$ cat config.mk
export PLATFORM = sky130hd
export DESIGN_NAME = multiport_ram_ctrl
export DESIGN_NICKNAME = d
export VERILOG_FILES = /design/src/rtl/multiport_ram_ctrl.sv
export SDC_FILE = /design/constraint.sdc
export NUM_CORES = 1
export LEC_CHECK = 0
export CELL_PAD_IN_SITES_DETAIL_PLACEMENT = 0
export CELL_PAD_IN_SITES_GLOBAL_PLACEMENT = 1
export CORE_ASPECT_RATIO = 0.9
export CORE_MARGIN = 5
export CORE_UTILIZATION = 37
export CTS_CLUSTER_DIAMETER = 30
export DETAILED_ROUTE_END_ITERATION = 6
export GPL_TIMING_DRIVEN = 1
export PLACE_DENSITY_LB_ADDON = 0.1
export SLEW_MARGIN = 15
export SYNTH_ARGS = -nofsm -noshare
export SYNTH_HDL_FRONTEND = slang
export SYNTH_SLANG_ARGS = --single-unit
$ cat constraint.sdc
create_clock -name clk_i -period 2.3 [get_ports clk_i]
set_clock_uncertainty 0.1 [all_clocks]
set_input_delay 0.46 -clock clk_i [delete_from_list [all_inputs] [get_ports clk_i]]
set_output_delay 0.46 -clock clk_i [all_outputs]
set_load 0.02 [all_outputs]
$ cat src/rtl/multiport_ram_ctrl.sv
// multiport_ram_ctrl: two-channel initiator front end for a 2R/2W RAM.
// Issues reads/writes, tracks read latency and returns data through FIFOs.
module multiport_ram_ctrl_chan #(
  parameter int P_MEM_WIDTH  = 32,
  parameter int P_RD_LATENCY = 1,
  parameter int P_RSP_DEPTH  = 4
) (
  input  logic                   clk_i,
  input  logic                   rst_i,
  input  logic                   rd_issue,
  input  logic                   rd_fwd,
  input  logic [P_MEM_WIDTH-1:0] fwd_data,
  input  logic [P_MEM_WIDTH-1:0] ram_data,
  input  logic                   rsp_ready,
  output logic                   rsp_valid,
  output logic [P_MEM_WIDTH-1:0] rsp_data,
  output logic                   credit_ok
);
  localparam int LP_PTR_WIDTH = $clog2(P_RSP_DEPTH);
  localparam int LP_CNT_WIDTH = LP_PTR_WIDTH + 1;

  logic [P_RD_LATENCY-1:0] pipe_vld;
  logic [P_RD_LATENCY-1:0] pipe_fwd;
  logic [P_MEM_WIDTH-1:0]  pipe_data [P_RD_LATENCY];
  logic [P_MEM_WIDTH-1:0]  fifo_mem [P_RSP_DEPTH];
  logic [LP_PTR_WIDTH-1:0] wr_ptr;
  logic [LP_PTR_WIDTH-1:0] rd_ptr;
  logic [LP_CNT_WIDTH-1:0] fifo_cnt;
  logic [LP_CNT_WIDTH-1:0] credits;
  logic                    push;
  logic                    pop;
  logic [P_MEM_WIDTH-1:0]  push_data;

  assign push      = pipe_vld[P_RD_LATENCY-1];
  assign push_data = pipe_fwd[P_RD_LATENCY-1] ?
                     pipe_data[P_RD_LATENCY-1] : ram_data;
  assign rsp_valid = fifo_cnt != '0;
  assign pop       = rsp_valid & rsp_ready;
  assign rsp_data  = rsp_valid ? fifo_mem[rd_ptr] : '0;
  // Credits cover in-flight reads too, so a push never finds the FIFO full
  assign credit_ok = credits < LP_CNT_WIDTH'(P_RSP_DEPTH);

  always_ff @(posedge clk_i) begin
    if (rst_i) begin
      pipe_vld <= '0;
      pipe_fwd <= '0;
      for (int i = 0; i < P_RD_LATENCY; i++) pipe_data[i] <= '0;
    end else begin
      pipe_vld[0]  <= rd_issue;
      pipe_fwd[0]  <= rd_fwd;
      pipe_data[0] <= fwd_data;
      for (int i = 1; i < P_RD_LATENCY; i++) begin
        pipe_vld[i]  <= pipe_vld[i-1];
        pipe_fwd[i]  <= pipe_fwd[i-1];
        pipe_data[i] <= pipe_data[i-1];
      end
    end
  end

  always_ff @(posedge clk_i) begin
    if (rst_i) begin
      wr_ptr   <= '0;
      rd_ptr   <= '0;
      fifo_cnt <= '0;
      credits  <= '0;
    end else begin
      if (push) wr_ptr <= wr_ptr + 1'b1;
      if (pop)  rd_ptr <= rd_ptr + 1'b1;
      fifo_cnt <= fifo_cnt + LP_CNT_WIDTH'(push) - LP_CNT_WIDTH'(pop);
      credits  <= credits + LP_CNT_WIDTH'(rd_issue) - LP_CNT_WIDTH'(pop);
    end
  end

  always_ff @(posedge clk_i) begin
    if (push) fifo_mem[wr_ptr] <= push_data;
  end
endmodule

module multiport_ram_ctrl #(
  parameter int P_MEM_DEPTH     = 2048,
  parameter int P_MEM_WIDTH     = 32,
  parameter int P_RD_LATENCY    = 1,
  parameter int P_RSP_DEPTH     = 4,
  localparam int LP_INDEX_WIDTH = $clog2(P_MEM_DEPTH)
) (
  input  logic                      clk_i,
  input  logic                      rst_i,
  input  logic                      reqa_valid_i,
  output logic                      reqa_ready_o,
  input  logic                      reqa_we_i,
  input  logic [LP_INDEX_WIDTH-1:0] reqa_addr_i,
  input  logic [P_MEM_WIDTH-1:0]    reqa_data_i,
  input  logic                      reqb_valid_i,
  output logic                      reqb_ready_o,
  input  logic                      reqb_we_i,
  input  logic [LP_INDEX_WIDTH-1:0] reqb_addr_i,
  input  logic [P_MEM_WIDTH-1:0]    reqb_data_i,
  output logic                      rspa_valid_o,
  input  logic                      rspa_ready_i,
  output logic [P_MEM_WIDTH-1:0]    rspa_data_o,
  output logic                      rspb_valid_o,
  input  logic                      rspb_ready_i,
  output logic [P_MEM_WIDTH-1:0]    rspb_data_o,
  output logic [LP_INDEX_WIDTH-1:0] rda_addr_o,
  output logic [LP_INDEX_WIDTH-1:0] rdb_addr_o,
  input  logic [P_MEM_WIDTH-1:0]    rda_data_i,
  input  logic [P_MEM_WIDTH-1:0]    rdb_data_i,
  output logic [LP_INDEX_WIDTH-1:0] wra_addr_o,
  output logic [P_MEM_WIDTH-1:0]    wra_data_o,
  output logic                      wra_valid_o,
  output logic [LP_INDEX_WIDTH-1:0] wrb_addr_o,
  output logic [P_MEM_WIDTH-1:0]    wrb_data_o,
  output logic                      wrb_valid_o
);
  logic same_addr;
  logic ww_hazard;
  logic a_issue;
  logic b_issue;
  logic a_wr;
  logic b_wr;
  logic a_rd;
  logic b_rd;
  logic a_credit_ok;
  logic b_credit_ok;

  assign same_addr = reqa_addr_i == reqb_addr_i;
  assign ww_hazard = reqa_valid_i & reqa_we_i &
                     reqb_valid_i & reqb_we_i & same_addr;

  // B wins a same-address write clash; A retries and lands last
  assign reqb_ready_o = ~rst_i & (reqb_we_i | b_credit_ok);
  assign reqa_ready_o = ~rst_i &
                        (reqa_we_i ? ~ww_hazard : a_credit_ok);

  assign a_issue = reqa_valid_i & reqa_ready_o;
  assign b_issue = reqb_valid_i & reqb_ready_o;
  assign a_wr    = a_issue & reqa_we_i;
  assign b_wr    = b_issue & reqb_we_i;
  assign a_rd    = a_issue & ~reqa_we_i;
  assign b_rd    = b_issue & ~reqb_we_i;

  assign wra_valid_o = a_wr;
  assign wra_addr_o  = a_wr ? reqa_addr_i : '0;
  assign wra_data_o  = a_wr ? reqa_data_i : '0;
  assign wrb_valid_o = b_wr;
  assign wrb_addr_o  = b_wr ? reqb_addr_i : '0;
  assign wrb_data_o  = b_wr ? reqb_data_i : '0;
  assign rda_addr_o  = a_rd ? reqa_addr_i : '0;
  assign rdb_addr_o  = b_rd ? reqb_addr_i : '0;

  multiport_ram_ctrl_chan #(
    .P_MEM_WIDTH  (P_MEM_WIDTH),
    .P_RD_LATENCY (P_RD_LATENCY),
    .P_RSP_DEPTH  (P_RSP_DEPTH)
  ) u_cha (
    .clk_i     (clk_i),
    .rst_i     (rst_i),
    .rd_issue  (a_rd),
    .rd_fwd    (a_rd & b_wr & same_addr),
    .fwd_data  (reqb_data_i),
    .ram_data  (rda_data_i),
    .rsp_ready (rspa_ready_i),
    .rsp_valid (rspa_valid_o),
    .rsp_data  (rspa_data_o),
    .credit_ok (a_credit_ok)
  );

  multiport_ram_ctrl_chan #(
    .P_MEM_WIDTH  (P_MEM_WIDTH),
    .P_RD_LATENCY (P_RD_LATENCY),
    .P_RSP_DEPTH  (P_RSP_DEPTH)
  ) u_chb (
    .clk_i     (clk_i),
    .rst_i     (rst_i),
    .rd_issue  (b_rd),
    .rd_fwd    (b_rd & a_wr & same_addr),
    .fwd_data  (reqa_data_i),
    .ram_data  (rdb_data_i),
    .rsp_ready (rspb_ready_i),
    .rsp_valid (rspb_valid_o),
    .rsp_data  (rspb_data_o),
    .credit_ok (b_credit_ok)
  );
endmodule
Yosys cells after proc, flatten, opt, wreduce, memory -nomap -nowiden
Memory sizes are Yosys's and may differ from the RTL's. A register that Yosys moved wholly into a read port is not among the register bits.
Index checks and enable logic that the tools add are counted.
{"block": "op_classes", "n_addsub": 12, "order_cmp": 2, "eq_ne": 1, "n_mux": 26, "bitwise": 23, "reduce_logical": 4}
{"op": "$mux 32", "count": 8}
{"op": "$reduce_or 32->1", "count": 2}
{"op": "$mux 11", "count": 4}
{"op": "$and 1x1->1", "count": 18}
{"op": "$add 3x1->3", "count": 4}
{"op": "$sub 3x1->3", "count": 4}
{"op": "$eq 11x11->1", "count": 1}
{"op": "$mux 1", "count": 10}
{"op": "$add 2x1->2 const B", "count": 4}
{"op": "$mux 2", "count": 4}
{"op": "$lt 3x3->1 const B", "count": 2}
{"op": "$reduce_bool 3->1", "count": 2}
{"op": "$not 1->1", "count": 4}
{"op": "$or 1x1->1", "count": 1}
{"block": "totals", "ff_bits": 24, "ramBits": 320, "input_bits": 158, "mem_count": 4}
{"memory": "u_cha.fifo_mem", "depth": 4, "width": 32, "rd": 1, "rd_ports_with_merged_regs": 1, "write_ports": 1, "line": "25", "source": "logic [P_MEM_WIDTH-1:0] fifo_mem [P_RSP_DEPTH];"}
{"memory": "u_chb.fifo_mem", "depth": 4, "width": 32, "rd": 1, "rd_ports_with_merged_regs": 1, "write_ports": 1, "line": "25"}
{"memory": "u_cha.pipe_data", "depth": 1, "width": 32, "rd": 1, "rd_ports_with_merged_regs": 0, "write_ports": 1, "line": "24", "source": "logic [P_MEM_WIDTH-1:0] pipe_data [P_RD_LATENCY];"}
{"memory": "u_chb.pipe_data", "depth": 1, "width": 32, "rd": 1, "rd_ports_with_merged_regs": 0, "write_ports": 1, "line": "24"}

Longest topological paths before layout
Gate-level depths: netlist of run 1.
{"block": "logic_depth", "depth_word": 11, "mapped_depth": 11}

Hierarchy
A second synthesis of run 1 with hierarchy kept.
{"block": "hier_totals", "hier_cells": 929, "hier_area_um2": 14605.3}
{"module": "multiport_ram_ctrl_chan", "instances": 2, "cells_per_inst": 366, "area_per_inst_um2": 6781.5}
{"module": "multiport_ram_ctrl", "instances": 1, "cells_per_inst": 197, "area_per_inst_um2": 1042.2}

Worst setup path after synthesis of run 1
No wires, ideal clock.
{"block": "synth_timing", "path_kind": "input-to-reg", "startpoint": "input reqb_we_i", "endpoint": "register u_chb.credits[2]", "setup_ns": 0.128, "arrival_ns": 2.289, "t_required_ns": 2.072, "slack_ns": -0.216, "cell_stages": 10, "path_cell_list": "inv_1 -> a21oi_1 -> and3_1 -> clkbuf_1 -> ha_1 -> inv_1 -> fa_1 -> xor2_1 -> xnor2_1 -> nor2_1"}
{"block": "synth_via", "elab_chain_cells": 6}
{"element": "from (decl)", "line": "95", "source": "input logic reqb_we_i,"}
{"element": "$or 1x1->1", "line": "131", "source": "assign reqb_ready_o = ~rst_i & (reqb_we_i | b_credit_ok);"}
{"element": "$and 1x1->1", "line": "131"}
{"element": "net reqb_ready_o", "line": "94", "source": "output logic reqb_ready_o,"}
{"element": "$and 1x1->1", "line": "136", "source": "assign b_issue = reqb_valid_i & reqb_ready_o;"}
{"element": "$and 1x1->1", "line": "140", "source": "assign b_rd = b_issue & ~reqb_we_i;"}
{"element": "net b_rd", "line": "122", "source": "logic b_rd;"}
{"element": "$add 3x1->3", "line": "70", "source": "credits <= credits + LP_CNT_WIDTH'(rd_issue) - LP_CNT_WIDTH'(pop);"}
{"element": "$sub 3x1->3", "line": "70"}
{"element": "to (signal assigned)", "line": "70"}
{"element": "to (decl)", "line": "29", "source": "logic [LP_CNT_WIDTH-1:0] credits;"}
The timed path passes the listed nets, and every way through them passes these cells.
A chain may end at the register's enable or synchronous reset.

==> results.toml, run 1 <==
[floorplan]
die_h_um = 197
rows = 68
die_width_um = 218
start_util_pct = 37.5
boundaryPins = 336
core_um2 = 38400
die-area_um2 = 42900

[timing]
rsz0062_at_grt = "true"
timing.final.crit_share_pct = 114
slew_headroom_pct = 37.7
drv_slew = 0
tightest_slew_ps = 934
fin_crit_ps = 2620
finalSetupViolCount = 110
setup_ws_ps = -317
max_freq_mhz = 382
hold_viol = 0

[yosys]
async_reset_ff_share_pct = 0
synth_compound_area_share_pct = 0.0348
avgSynthCellArea_um2 = 15.5
synth_edf_count = 256
synth_xor_area_share_pct = 1.52
netlist_area_um2 = 14400
yosys.area.top_type = "edfxtp_1"
synth_fa_ha_area_share_pct = 1.95
yosys.area_share.simple_pct = 12.9
ys_seq_area_share_pct = 66.3
synth_top_family_by_area = "multiplexers"
synth_fp_nets = 1108
synth_area_leaders = "edfxtp_1, dfxtp_1, mux4_2, and2_1, mux2_2"
synthMuxAreaShare_pct = 15.2
synth-seq-cells = 348
netlist_instances = 930
yosys_warnings = 0
ys_types = 29
synth_flop_cell = "edfxtp_1"
synth_top_area_share_pct = 53.4

[clock_tree]
cts.clk_slew.worst_paths_ps = 40
cts_tree = "done"
clock-sinks = 348
clk_latency_ps = 570
clockBufferDepth = 3
cts-root-buf = "clkbuf_16"
hold_buffers = 0
cts_made_buffers = 79
cts_max_level = 3

[setup_path]
crit_path_start_kind = "register"
worstPathArrival_ps = 2060
worstSetupEndpointType = "output pin"
critPathMaxFanout = 8
worst-setup-path-type = "reg2out"
cp.required_ps = 1740

[final_layout]
multiInputGateArea_um2 = 5290
final.fill_count = 2980
drive_above_1_share_pct = 51.1
final_cells = 2014
final_area_um2 = 23200
utilization_pct = 60.6
regArea_um2 = 9550
nNetsFinal = 1598
syn_to_final_growth_pct = 61.6

[outcome]
violations = "setup timing"
status = "finished with violations"

[flow_run]
maxCapViolations = 0

[placement]
io_buffers = 335
dp_slack_ps = -1030
hpwl_mm = 24.1
place_congestion = 0.732
place_inst = 1813
postPlaceCellArea_um2 = 19000

[global_routing]
grt_usage_pct = 17.9
grt_start_max_net_pins = 54
grt_pass1_wl_mm = 59.3
grt_remaining_overflow = 0
antenna_found_initial = 3
grt_pass1_vias = 10265

[power]
finalPower_mw = 25.7
powerDensity_nw_per_um2 = 1100
p_leak_nw = 8.69
vdd.ir_drop.worst_mv = 0.554

[drt]
vias = 9276
drtAntennaViolNets = 0
drt-vias-per-instance = 4.61
route.detailed.drc = 0
dr.pass1.iters = 6
first_iter_violations = 375
totalWireLength_mm = 39.7
wl_per_cell_um = 19.7

[worst_hold_path]
hold_class = "in2reg"
[kinds of logic (layout without fill, tap and decap cells)]
group,Yosys count,in the layout
compound gates,1,1
xor+xnor,25,25
fa+ha+maj,20,20
buf+inv,73,630
flops,348,348
mux,130,130
other cells,0,2
simple gates,333,333
[sequential cells by signal, summed over array words and instances (netlist names), named ones only]
signal and flops:
u_chb.pipe_fwd 1, u_chb.fifo_cnt 3, u_chb.rd_ptr 2, u_cha.pipe_fwd 1, u_chb.credits 3, u_chb.wr_ptr 2, u_cha.rd_ptr 2, u_cha.fifo_mem 128
u_chb.fifo_mem 128, u_chb.pipe_data 32, u_cha.pipe_data 32, u_cha.credits 3, u_cha.pipe_vld 1, u_cha.fifo_cnt 3, u_cha.wr_ptr 2, u_chb.pipe_vld 1
[path summary, 6_finish.rpt]
kind / startpoint / endpoint / cells after the start / slack, ps
worst max-delay path: register / rspb_data_o[11] / 5 / -320
worst min-delay path: reqa_we_i / u_cha.pipe_vld / 3 / 170
worst min register to register: u_cha.rd_ptr[1] / register / 2 / 420
worst max register to register: u_chb.fifo_cnt[0] / u_chb.fifo_cnt[2] / 10 / 0
[metal layers]
metal | share of wire [%] | track usage, % | vias to the layer above
met5 | 0.12 | 0 | -
li1 | - | - | 4358
met3 | 6.8 | 5.70 | 66
met1 | 44 | 24.2 | 4570
met4 | 1.7 | 5.16 | 6
met2 | 47 | 28.2 | 276
[layout make-up]
class                      count  share of cell area, %
clock inverter                50                   2.59
antenna                        2                 0.0215
tap                          525                   2.83
inverter                      18                  0.312
clock buffer                  98                   9.43
timing repair buffer         464                   21.0
multi-input combinational    509                   22.7
sequential                   348                   41.1
[through the flow]
step                      hold slack (ps)  setup TNS, ps
after floorplan                       354          -11.2
after global placement                406         -84740
after detailed placement              406         -86190
after CTS                             224         -28090
after global routing                  163         -26970
final                                 170         -19440
[placed cells by master (no fill, tap or decap), drive strengths merged, types with 32 or more instances in the layout]
cell,n
clkbuf,109
clkdlybuf4s15,32
mux2,64
dfxtp,92
clkdlybuf4s50,130
nor2b,71
edfxtp,256
mux4,64
nand2,44
and2,139
nor2,61
buf,283
[timing repair]
item	CTS	global route
endpoints found under the hold margin	0	0
resized for setup	965	273
pin swaps	58	50
buffers inserted	27	27
endpoints found under the setup margin	180	174
cloned	9	1
[report_power, final]
part	internal (mW)	total, mW	switching, mW	leakage [nW]
registers	7.04	7.20	0.159	3.08
clock network	7.83	11.4	3.59	1.35
logic	3.97	7.05	3.09	4.26
total	18.8	25.7	6.84	8.69
[worst max-delay path, stage by stage, from the launching register on]
cell and delay, ps:
dfxtp_4 400, buf_12 120, clkbuf_16 160, mux4_2 500
and2_4 170, buf_6 120
[synth_stat cells, types with 11 or more instances]
cell / n
ha_1: 16
nor2_1: 57
dfxtp_1: 92
nand2_1: 44
nor2b_1: 71
edfxtp_1: 256
mux4_2: 64
clkbuf_1: 30
xnor2_1: 20
and2_1: 137
mux2_2: 64
inv_1: 18
buf_2: 11
Note: power is estimated with default switching activity, not from simulation.
==> run 2, diff against run 1 <==
MAX_ROUTING_LAYER = met4   (was not set)
==> run 2 against run 1 <==
Compared with the run above: the run still ends with setup timing left; register-to-register slack is essentially flat; sequential power is essentially flat; critical endpoint unchanged; design area barely moved; wire length is essentially flat; global-route usage increased by 0.55 points.
==> results.toml, run 2 (synthesized netlist as in run 1, its figures left out) <==
[placement]
hpwl_mm = 24.1
io_buffers = 335
place_inst = 1813
place_congestion = 0.741

[global_routing]
grt_remaining_overflow = 0
grt_pass1_wl_mm = 59.2
antenna_found_initial = 3
grt_pass1_vias = 10279
grt_usage_pct = 18.5
grt_start_max_net_pins = 54

[clock_tree]
cts_made_buffers = 79
cts-root-buf = "clkbuf_16"
clock-sinks = 348
cts_tree = "done"
cts.clk_slew.worst_paths_ps = 40
cts_max_level = 3
hold_buffers = 0
clockBufferDepth = 3
clk_latency_ps = 580

[worst_hold_path]
hold_class = "in2reg"

[setup_path]
worstPathArrival_ps = 2060
worstSetupEndpointType = "output pin"
critPathMaxFanout = 8
worst-setup-path-type = "reg2out"
crit_path_start_kind = "register"
cp.required_ps = 1740

[flow_run]
maxCapViolations = 0

[floorplan]
boundaryPins = 336
rows = 68
die_h_um = 197
die_width_um = 218
start_util_pct = 37.5
core_um2 = 38400
die-area_um2 = 42900

[power]
vdd.ir_drop.worst_mv = 0.555
p_leak_nw = 8.69
finalPower_mw = 25.7
powerDensity_nw_per_um2 = 1100

[timing]
setup_ws_ps = -316
tightest_slew_ps = 940
hold_viol = 0
fin_crit_ps = 2620
timing.final.crit_share_pct = 114
rsz0062_at_grt = "true"
max_freq_mhz = 382
slew_headroom_pct = 37.3
whs_ps = 171
drv_slew = 0
finalSetupViolCount = 110

[outcome]
violations = "setup timing"
status = "finished with violations"

[final_layout]
drive_above_1_share_pct = 51.1
final.fill_count = 2983
utilization_pct = 60.6
final_cells = 2017
syn_to_final_growth_pct = 61.6
top_regs = "u_cha.fifo_mem (128), u_chb.fifo_mem (128)"
nNetsFinal = 1598
final_common_cell = "edfxtp_1"
layout_common_cells = "edfxtp_1, buf_6, clkdlybuf4s50_1"

[drt]
totalWireLength_mm = 39.7
route.detailed.drc = 0
drt-vias-per-instance = 4.63
vias = 9336
first_iter_violations = 403
wl_per_cell_um = 19.7
drtAntennaViolNets = 0
dr.pass1.iters = 4
## run 2: critical path: stages (launching register included)
cell and delay (ps):
dfxtp_4 410, buf_12 120, clkbuf_16 160, mux4_2 500, and2_4 170, buf_6 120
## run 2: per-stage QoR
step / instance area [µm²] / setup WS [ps] / setup TNS, ps
final: 23200 / -316 / -19270
after global routing: 23200 / -398 / -26950
after CTS: 22600 / -429 / -28090
after detailed placement: 19000 / -1030 / -86190
after global placement: 19000 / -989 / -84740
after floorplan: 14400 / -11.2 / -11.2
## run 2: layer usage
layer	wire length, µm	GRT usage, %	vias to the layer above
li1	-	-	4364
met5	0	-	-
met1	18000	24.7	4620
met4	635	5.16	0
met2	18800	28.2	290
met3	2220	4.93	62
## run 2: path summary, 6_finish.rpt
check / from / to / slack [ps] / cells past startpoint
worst max register to register: u_chb.fifo_cnt[0] / u_chb.fifo_cnt[2] / 0 / 10
worst max-delay path: register / rspb_data_o[11] / -320 / 5
worst min-delay path: reqa_we_i / u_cha.pipe_vld / 170 / 3
worst min register to register: u_cha.rd_ptr[1] / register / 420 / 2
## run 2: report_power, final
part,total [mW],switching (mW),internal [mW]
logic,7.05,3.09,3.97
clock network,11.4,3.60,7.83
registers,7.20,0.160,7.04
## run 2: layout make-up
type | count | area, µm² | share of cell area (%)
inverters | 18 | 72.6 | 0.312
clock buffers | 98 | 2190 | 9.43
well taps | 525 | 657 | 2.83
repair buffers | 464 | 4870 | 21.0
diodes | 5 | 12.5 | 0.0538
clock inverters | 50 | 603 | 2.59
flip-flops and latches | 348 | 9550 | 41.1
multi-input cells | 509 | 5290 | 22.7
## run 2: timing repair
item,4_1_cts,5_1_grt
setup buffers,27,27
gates cloned,9,1
gates resized for setup,965,273
setup endpoints to repair,180,172
pin swaps,58,50
